## config.mk

```make
export PLATFORM = sky130hd
export DESIGN_NAME = cp0_unit
export DESIGN_NICKNAME = d
export VERILOG_FILES = /design/src/rtl/cp0_unit.sv
export SDC_FILE = /design/constraint.sdc
export NUM_CORES = 1
export LEC_CHECK = 0
export ABC_AREA = 1
export BUFFER_PORTS_ARGS = -buffer_cell sky130_fd_sc_hd__buf_2
export CORE_MARGIN = 2
export CORE_UTILIZATION = 45
export CTS_CLUSTER_DIAMETER = 40
export DETAILED_ROUTE_END_ITERATION = 7
export PLACE_DENSITY_LB_ADDON = 0.15
export REMOVE_ABC_BUFFERS = 1
export SETUP_SLACK_MARGIN = 0.1
export SLEW_MARGIN = 5
export SYNTH_ARGS = -nofsm -noshare
export SYNTH_HDL_FRONTEND = slang
export SYNTH_SLANG_ARGS = --single-unit
export TNS_END_PERCENT = 30
```

## constraint.sdc

```tcl
create_clock -name i_clk -period 3.6 [get_ports i_clk]
set_input_delay 0.36 -clock i_clk [delete_from_list [all_inputs] [get_ports i_clk]]
set_output_delay 0.36 -clock i_clk [all_outputs]
set_load 0.05 [all_outputs]
```

## src/rtl/cp0_unit.sv

```systemverilog
// cp0_unit: a minimal MIPS-style coprocessor 0.
// It holds Count, Compare, Status, Cause and EPC. It decides whether an
// exception or interrupt is taken, and it produces the redirect target for
// exception entry and for ERET.
//
// Ports:
//   i_clk, i_rst      clock; asynchronous active-high reset
//   i_mtc0/i_mfc0     move to / move from CP0 (register number on i_addr)
//   i_eret            return from exception
//   i_unknown_func    reserved instruction
//   i_overflow        signed arithmetic overflow
//   i_wdata, i_pc     MTC0 write data, PC of the current instruction
//   i_int[4:0]        level-sensitive external interrupt lines
//   o_rdata           MFC0 read data (combinational)
//   o_exc_take        exception/interrupt taken this cycle
//   o_eret_take       ERET redirect this cycle
//   o_target          redirect PC (0 when no redirect)
//   o_status/o_cause  current Status / Cause register values
module cp0_unit #(
  parameter logic [31:0] EXC_VECTOR = 32'h8000_0180
) (
  input  logic        i_clk,
  input  logic        i_rst,
  input  logic        i_mtc0,
  input  logic        i_mfc0,
  input  logic        i_eret,
  input  logic        i_unknown_func,
  input  logic        i_overflow,
  input  logic [4:0]  i_addr,
  input  logic [31:0] i_wdata,
  input  logic [31:0] i_pc,
  input  logic [4:0]  i_int,
  output logic [31:0] o_rdata,
  output logic        o_exc_take,
  output logic        o_eret_take,
  output logic [31:0] o_target,
  output logic [31:0] o_status,
  output logic [31:0] o_cause
);

  localparam logic [4:0] ADDR_COUNT   = 5'd9;
  localparam logic [4:0] ADDR_COMPARE = 5'd11;
  localparam logic [4:0] ADDR_STATUS  = 5'd12;
  localparam logic [4:0] ADDR_CAUSE   = 5'd13;
  localparam logic [4:0] ADDR_EPC     = 5'd14;

  localparam logic [4:0] EXC_INT = 5'd0;
  localparam logic [4:0] EXC_RI  = 5'd10;
  localparam logic [4:0] EXC_OV  = 5'd12;

  logic [31:0] r_count;
  logic [31:0] r_compare;
  logic [31:0] r_epc;
  logic        r_phase;     // Count advances on every second edge
  logic        r_timer;     // Cause.IP[7]
  logic [7:0]  r_im;
  logic        r_exl;
  logic        r_ie;
  logic [4:0]  r_ip_int;    // one-cycle sample of i_int -> Cause.IP[6:2]
  logic [1:0]  r_ip_sw;     // software interrupt bits, Cause.IP[1:0]
  logic [4:0]  r_exc_code;

  logic [7:0]  w_ip;
  logic        w_irq;
  logic [4:0]  w_exc_code;
  logic        w_wr;
  logic        w_count_load;
  logic        w_compare_wr;
  logic [31:0] w_count_inc;
  logic        w_timer_hit;

  assign w_ip     = {r_timer, r_ip_int, r_ip_sw};
  assign o_status = {16'h0, r_im, 6'h0, r_exl, r_ie};
  assign o_cause  = {16'h0, w_ip, 1'b0, r_exc_code, 2'b00};

  assign w_irq       = (|(w_ip & r_im)) & r_ie & ~r_exl;
  assign o_exc_take  = i_unknown_func | i_overflow | w_irq;
  assign o_eret_take = i_eret & ~o_exc_take;

  // A taken exception squashes the instruction, so its MTC0 has no effect.
  assign w_wr         = i_mtc0 & ~o_exc_take;
  assign w_count_load = w_wr && (i_addr == ADDR_COUNT);
  assign w_compare_wr = w_wr && (i_addr == ADDR_COMPARE);
  assign w_count_inc  = r_count + 32'd1;
  // The timer fires only on a real increment, never on a software load.
  assign w_timer_hit  = r_phase & ~w_count_load & (w_count_inc == r_compare);

  // NOTE: combinational blocks assign every output a default first so no latch is inferred.
  always_comb begin
    w_exc_code = EXC_INT;
    if (i_unknown_func)  w_exc_code = EXC_RI;
    else if (i_overflow) w_exc_code = EXC_OV;
  end

  always_comb begin
    o_target = 32'h0;
    if (o_exc_take)       o_target = EXC_VECTOR;
    else if (o_eret_take) o_target = r_epc;
  end

  always_comb begin
    o_rdata = 32'h0;
    if (i_mfc0) begin
      case (i_addr)
        ADDR_COUNT:   o_rdata = r_count;
        ADDR_COMPARE: o_rdata = r_compare;
        ADDR_STATUS:  o_rdata = o_status;
        ADDR_CAUSE:   o_rdata = o_cause;
        ADDR_EPC:     o_rdata = r_epc;
        default:      o_rdata = 32'h0;
      endcase
    end
  end

  // NOTE: state registers use non-blocking assignments so every update sees pre-edge values.
  always_ff @(posedge i_clk or posedge i_rst) begin
    if (i_rst) begin
      r_count    <= 32'h0;
      r_compare  <= 32'h0;
      r_epc      <= 32'h0;
      r_phase    <= 1'b0;
      r_timer    <= 1'b0;
      r_im       <= 8'h0;
      r_exl      <= 1'b0;
      r_ie       <= 1'b0;
      r_ip_int   <= 5'h0;
      r_ip_sw    <= 2'h0;
      r_exc_code <= 5'h0;
    end else begin
      r_ip_int <= i_int;

      if (w_count_load) begin
        r_count <= i_wdata;
        r_phase <= 1'b0;
      end else begin
        r_phase <= ~r_phase;
        if (r_phase) r_count <= w_count_inc;
      end

      // A clear from a Compare write wins over a simultaneous timer hit.
      if (w_compare_wr)     r_timer <= 1'b0;
      else if (w_timer_hit) r_timer <= 1'b1;

      if (o_exc_take) begin
        r_exl      <= 1'b1;
        r_exc_code <= w_exc_code;
        // A nested exception keeps the original return address.
        if (!r_exl) r_epc <= i_pc;
      end else begin
        if (w_wr) begin
          case (i_addr)
            ADDR_COMPARE: r_compare <= i_wdata;
            ADDR_STATUS: begin
              r_im  <= i_wdata[15:8];
              r_exl <= i_wdata[1];
              r_ie  <= i_wdata[0];
            end
            ADDR_CAUSE:   r_ip_sw <= i_wdata[9:8];
            ADDR_EPC:     r_epc   <= i_wdata;
            default: ;
          endcase
        end
        if (o_eret_take) r_exl <= 1'b0;
      end
    end
  end

endmodule

```

# After elaboration in Yosys (flattened, before gate mapping)
# Index checks and enable logic that the tools add are counted.
dict set report totals {
  regBits 120
  inputBits 81
  output_inout_bits 130
  word_cells 65
}
dict set report classes {
  n_addsub 1
  eq_ne 7
  muxes 19
  bitwise_logic 13
  reduce_logical 14
}
# cell count
set op_table {}
lappend op_table {{two-way mux 32 bit} 9}
lappend op_table {{one-hot mux 32 bit (5 select lines)} 1}
lappend op_table {{adder 32 x 1 -> 32 bit, second input constant} 1}
lappend op_table {{== test 32 bit} 1}
lappend op_table {{== test 5 x 4 -> 1 bit, second input constant} 5}
lappend op_table {{AND reduction 3 bit} 4}
lappend op_table {{bitwise AND 8 bit} 1}
lappend op_table {{two-way mux 4 bit} 2}
lappend op_table {{nonzero test 2 bit} 4}
lappend op_table {{OR reduction 8 bit} 1}
lappend op_table {{two-way mux 1 bit} 7}
lappend op_table {{bitwise AND 1 bit} 6}
lappend op_table {{nonzero test 3 bit} 2}
lappend op_table {{inverter 1 bit} 4}
lappend op_table {{logical AND 1 bit} 2}
lappend op_table {{inequality test 2 bit, second input constant} 1}
lappend op_table {{OR 1 bit} 2}
lappend op_table {{AND reduction 2 bit} 1}

# Longest topological paths before layout
dict set report logic_depth {
  word_depth 13
  ltp_mapped 15
  ltp_nobuf 15
}

# Least setup slack after synthesis
# OpenSTA, ideal clock, no wires.
dict set report synth_timing {
  path_type {reg-to-output}
  startpoint {register r_ip_sw[1]}
  endpoint {output port o_target[21]}
  t_arrival_ns 3.395
  t_required_ns 3.240
  setup_slack_ns -0.155
  stages_incl_launch_ff 12
  path_cell_list {dfrtp_1 nand2_1 nand2_1 nor2_1 nand2_1 nand2_1 nand2_1 nor2_1 inv_1 clkbuf_1 clkbuf_1 nor2_1}
}
dict set report synth_between {
  elab_chain_len 9
}
# element line
set synth_lines {}
lappend synth_lines {{from (decl)} 60} ;# logic [1:0] r_ip_sw;
lappend synth_lines {{from (signal assigned)} 158} ;# ADDR_CAUSE: r_ip_sw <= i_wdata[9:8];
lappend synth_lines {{bitwise AND 8 bit} 76} ;# assign w_irq = (|(w_ip & r_im)) & r_ie & ~r_exl;
lappend synth_lines {{OR reduction 8 bit} 76}
lappend synth_lines {{bitwise AND 1 bit (2 in a row)} 76}
lappend synth_lines {{OR 1 bit} 77} ;# assign o_exc_take = i_unknown_func | i_overflow | w_irq;
lappend synth_lines {{net o_exc_take} 34} ;# output logic o_exc_take,
lappend synth_lines {{inverter 1 bit (no line)} --}
lappend synth_lines {{bitwise AND 1 bit} 78} ;# assign o_eret_take = i_eret & ~o_exc_take;
lappend synth_lines {{net o_eret_take} 35} ;# output logic o_eret_take,
lappend synth_lines {{two-way mux 32 bit} 98} ;# else if (o_eret_take) o_target = r_epc;
lappend synth_lines {{two-way mux 32 bit} 97} ;# if (o_exc_take) o_target = EXC_VECTOR;
lappend synth_lines {{to (decl)} 36} ;# output logic [31:0] o_target,
# The timed path passes the listed nets, and every way through them passes these cells.

# Worst setup path after layout
dict set report layout_timing {
  startpoint {register r_im[4]}
  endpoint {output port o_target[29]}
}
dict set report layout_between {
  elab_chain_len 9
}
# element line
set layout_lines {}
lappend layout_lines {{from (decl)} 56} ;# logic [7:0] r_im;
lappend layout_lines {{from (signal assigned)} 154} ;# r_im <= i_wdata[15:8];
lappend layout_lines {{bitwise AND 8 bit (*)} 76}
lappend layout_lines {{OR reduction 8 bit (*)} 76}
lappend layout_lines {{bitwise AND 1 bit (*) (2 in a row)} 76}
lappend layout_lines {{OR 1 bit (*)} 77}
lappend layout_lines {{inverter 1 bit (no line)} --}
lappend layout_lines {{bitwise AND 1 bit} 78}
lappend layout_lines {{two-way mux 32 bit} 98}
lappend layout_lines {{two-way mux 32 bit (*)} 97}
# Mark *: on every way between the ends. The rest lies on a longest branch, timed or not.

==> reports/metrics.csv <==
metric;value;unit
dp_worst_setup_slack;899;ps
root_buffer;clkbuf_16;
cts_tree;built;
worst_ep_arrival_time;2800;ps
utilization;54.4;%
dieArea;18900;sq um
routed_via_density;5.40;
numCtsBuffers;17;
postPlaceCellArea;8900;sq um
placed_cells;1526;
final_common_cell;nand2_1;
drt-initial-drc-count;613;
grt_usage;28.4;%
synth.distinct_cells;39;
num_io_pins;211;
rsz0062_at_grt;false;
grt_pass1_vias;7663;
firstDrtPassIters;5;
grt_pass1_wl;40900;um
synth_warnings;0;
leakagePower;4.70;nW
area_delta_synth_final;18.1;%
die_h;137;um
drv_slew;0;
fin_cells;1555;
final_nets;1402;
critPathCapture;o_target[29];
r2r_setup_slack;820;ps
clkSinkCount;118;
min_period;3160;ps
clockBufferDepth;2;
num_vias;8400;
critPathMaxFanout;15;
fmax;316;MHz
drt_wl_total;26100;um
end_kind;output pin;
ys_ff_latch;118;
hold_buffers;0;
globalplace.congestion;0.968;
final_area;9450;sq um
syn_inst;1167;
r2r_start;r_im[4];
ir_drop;0.367;mV
initial_core_util;46.1;%
synth-seq-area-share;36.9;%
cts_resized;0;
avgRoutedWirePerCell;16.8;um
worstMarginPinSlew;833;ps
dieWidth;137;um
netlist_area;8000;sq um
port_buffers;167;
path_class;flop to output pin;
clkSlewWorstSetupHoldPaths;50;ps
rows;48;
finClkSkew;7.71;ps
cp.required;3240;ps
grt_max_degree;65;
period_share;87.8;%
finalSetupViolations;0;
htree_levels;4;
r2r.worst_path.cells;11;
antenna_found_initial;0;
setup_ws;439;ps
power_density;514;nW/um^2
rr_endpoint;r_count[2];
design.core.area;17400;sq um
drc;0;
cp-start-kind;flop;
critPathLaunch;r_im[4];
layout_common_cells;311 x nand2_1, 167 x buf_2, 157 x inv_1;
avgSynthCellArea;6.86;sq um
diodes;0;
grt_overflow_total;0;
drv_cap;0;
drive_gt1_share;18.4;%
dp_hpwl;19400;um
tns;0;ps
worstSkewPairLatency;430;ps
status;complete, no violations;
antenna_left;0;
hold_viol;0;
maxSlewHeadroom;44.4;%
min_path_type;input port to flop;
post_cts_buffers;0;
cell families after synthesis:
| group | share of synthesized area, % |
|---|---|
| AND/OR/NAND/NOR | 30.0 |
| adder cells (fa/ha/maj) | 0.156 |
| AO/OA/AOI/OAI | 17.9 |
| flip-flops | 36.9 |
| XOR/XNOR | 0.719 |
| buffers and inverters | 14.2 |
| other | 0.0469 |
per-layer routing:
metal  global-route usage (%)  share of wire (%)  up-vias
li1                         -                  -     4041
met1                     39.4                 45     3951
met2                     45.9                 46      369
met3                     4.93                7.3       39
met4                     7.67                1.5        0
met5                        0                  0        -
worst min path at each step:
stage | start | to | depth (start not counted)
floorplan | i_int[0] | r_ip_int[0] | 0
global placement | i_int[2] | r_ip_int[2] | 1
detailed placement | i_int[1] | r_ip_int[1] | 1
CTS | i_int[1] | r_ip_int[1] | 1
global route | i_int[0] | r_ip_int[0] | 1
finish | i_int[1] | r_ip_int[1] | 1
cell type report:
type                            instances  area [sq um]
Clock inverter                          4          45.0
Clock buffer                           25           505
Multi-Input combinational cell        838          4070
Inverter                              162           611
Tap cell                              225           282
Fill cell                            1763          7910
Timing Repair Buffer                  183           981
Sequential cell                       118          2950
critical path, stage by stage, from the launching register on:
cell and delay [ps]:
dfrtp_1 410, nand2_1 120, nand2_1 60, nor2_1 120
nand2_1 120, nand2_1 200, nand2_1 250, nor2_1 180
inv_1 280, buf_12 260, nor2_1 80, buf_2 260
metrics by stage:
stage | hold slack (ps) | power (mW)
2_1_floorplan | 391 | 2.80
3_3_place_gp | 470 | 3.18
3_5_place_dp | 469 | 3.21
4_1_cts | 29.5 | 4.85
5_1_grt | 31.6 | 5.10
6_report | 35.2 | 4.86
state kept, by name, summed over array words and instances, names as in the netlist:
name        flops
r_ip_int        5
r_compare      32
r_phase         1
r_exc_code      3
r_ip_sw         2
r_ie            1
r_timer         1
r_im            8
r_count        32
r_epc          32
r_exl           1
Yosys cell counts, drive strengths merged:
master	number	area, sq um
clkbuf	28	105
o22ai	28	189
buf	63	427
xor2	2	17.5
o221ai	31	272
nand3b	1	7.51
conb	1	3.75
xnor3	1	22.5
o21bai	1	7.51
a21oi	34	174
inv	162	608
nand4	8	50.1
a31oi	4	25.0
dfrtp	118	2950
and2	3	18.8
xnor2	2	17.5
nor3	1	5.00
nor2	143	651
a221oi	10	87.6
nand3	87	440
a31o	1	8.76
o211ai	31	233
nand2	318	1220
ha	1	12.5
o21ai	86	430
a211oi	1	7.51
or3	1	6.26
where the power goes:
| part | internal (mW) | total, mW | leakage [nW] | switching, mW |
|---|---|---|---|---|
| clock network | 1.02 | 1.65 | 0.275 | 0.621 |
| registers | 1.58 | 1.82 | 1.39 | 0.245 |
| logic | 0.409 | 1.39 | 3.03 | 0.978 |
| total | 3.01 | 4.86 | 4.70 | 1.84 |
(Power assumes the default switching activity.)
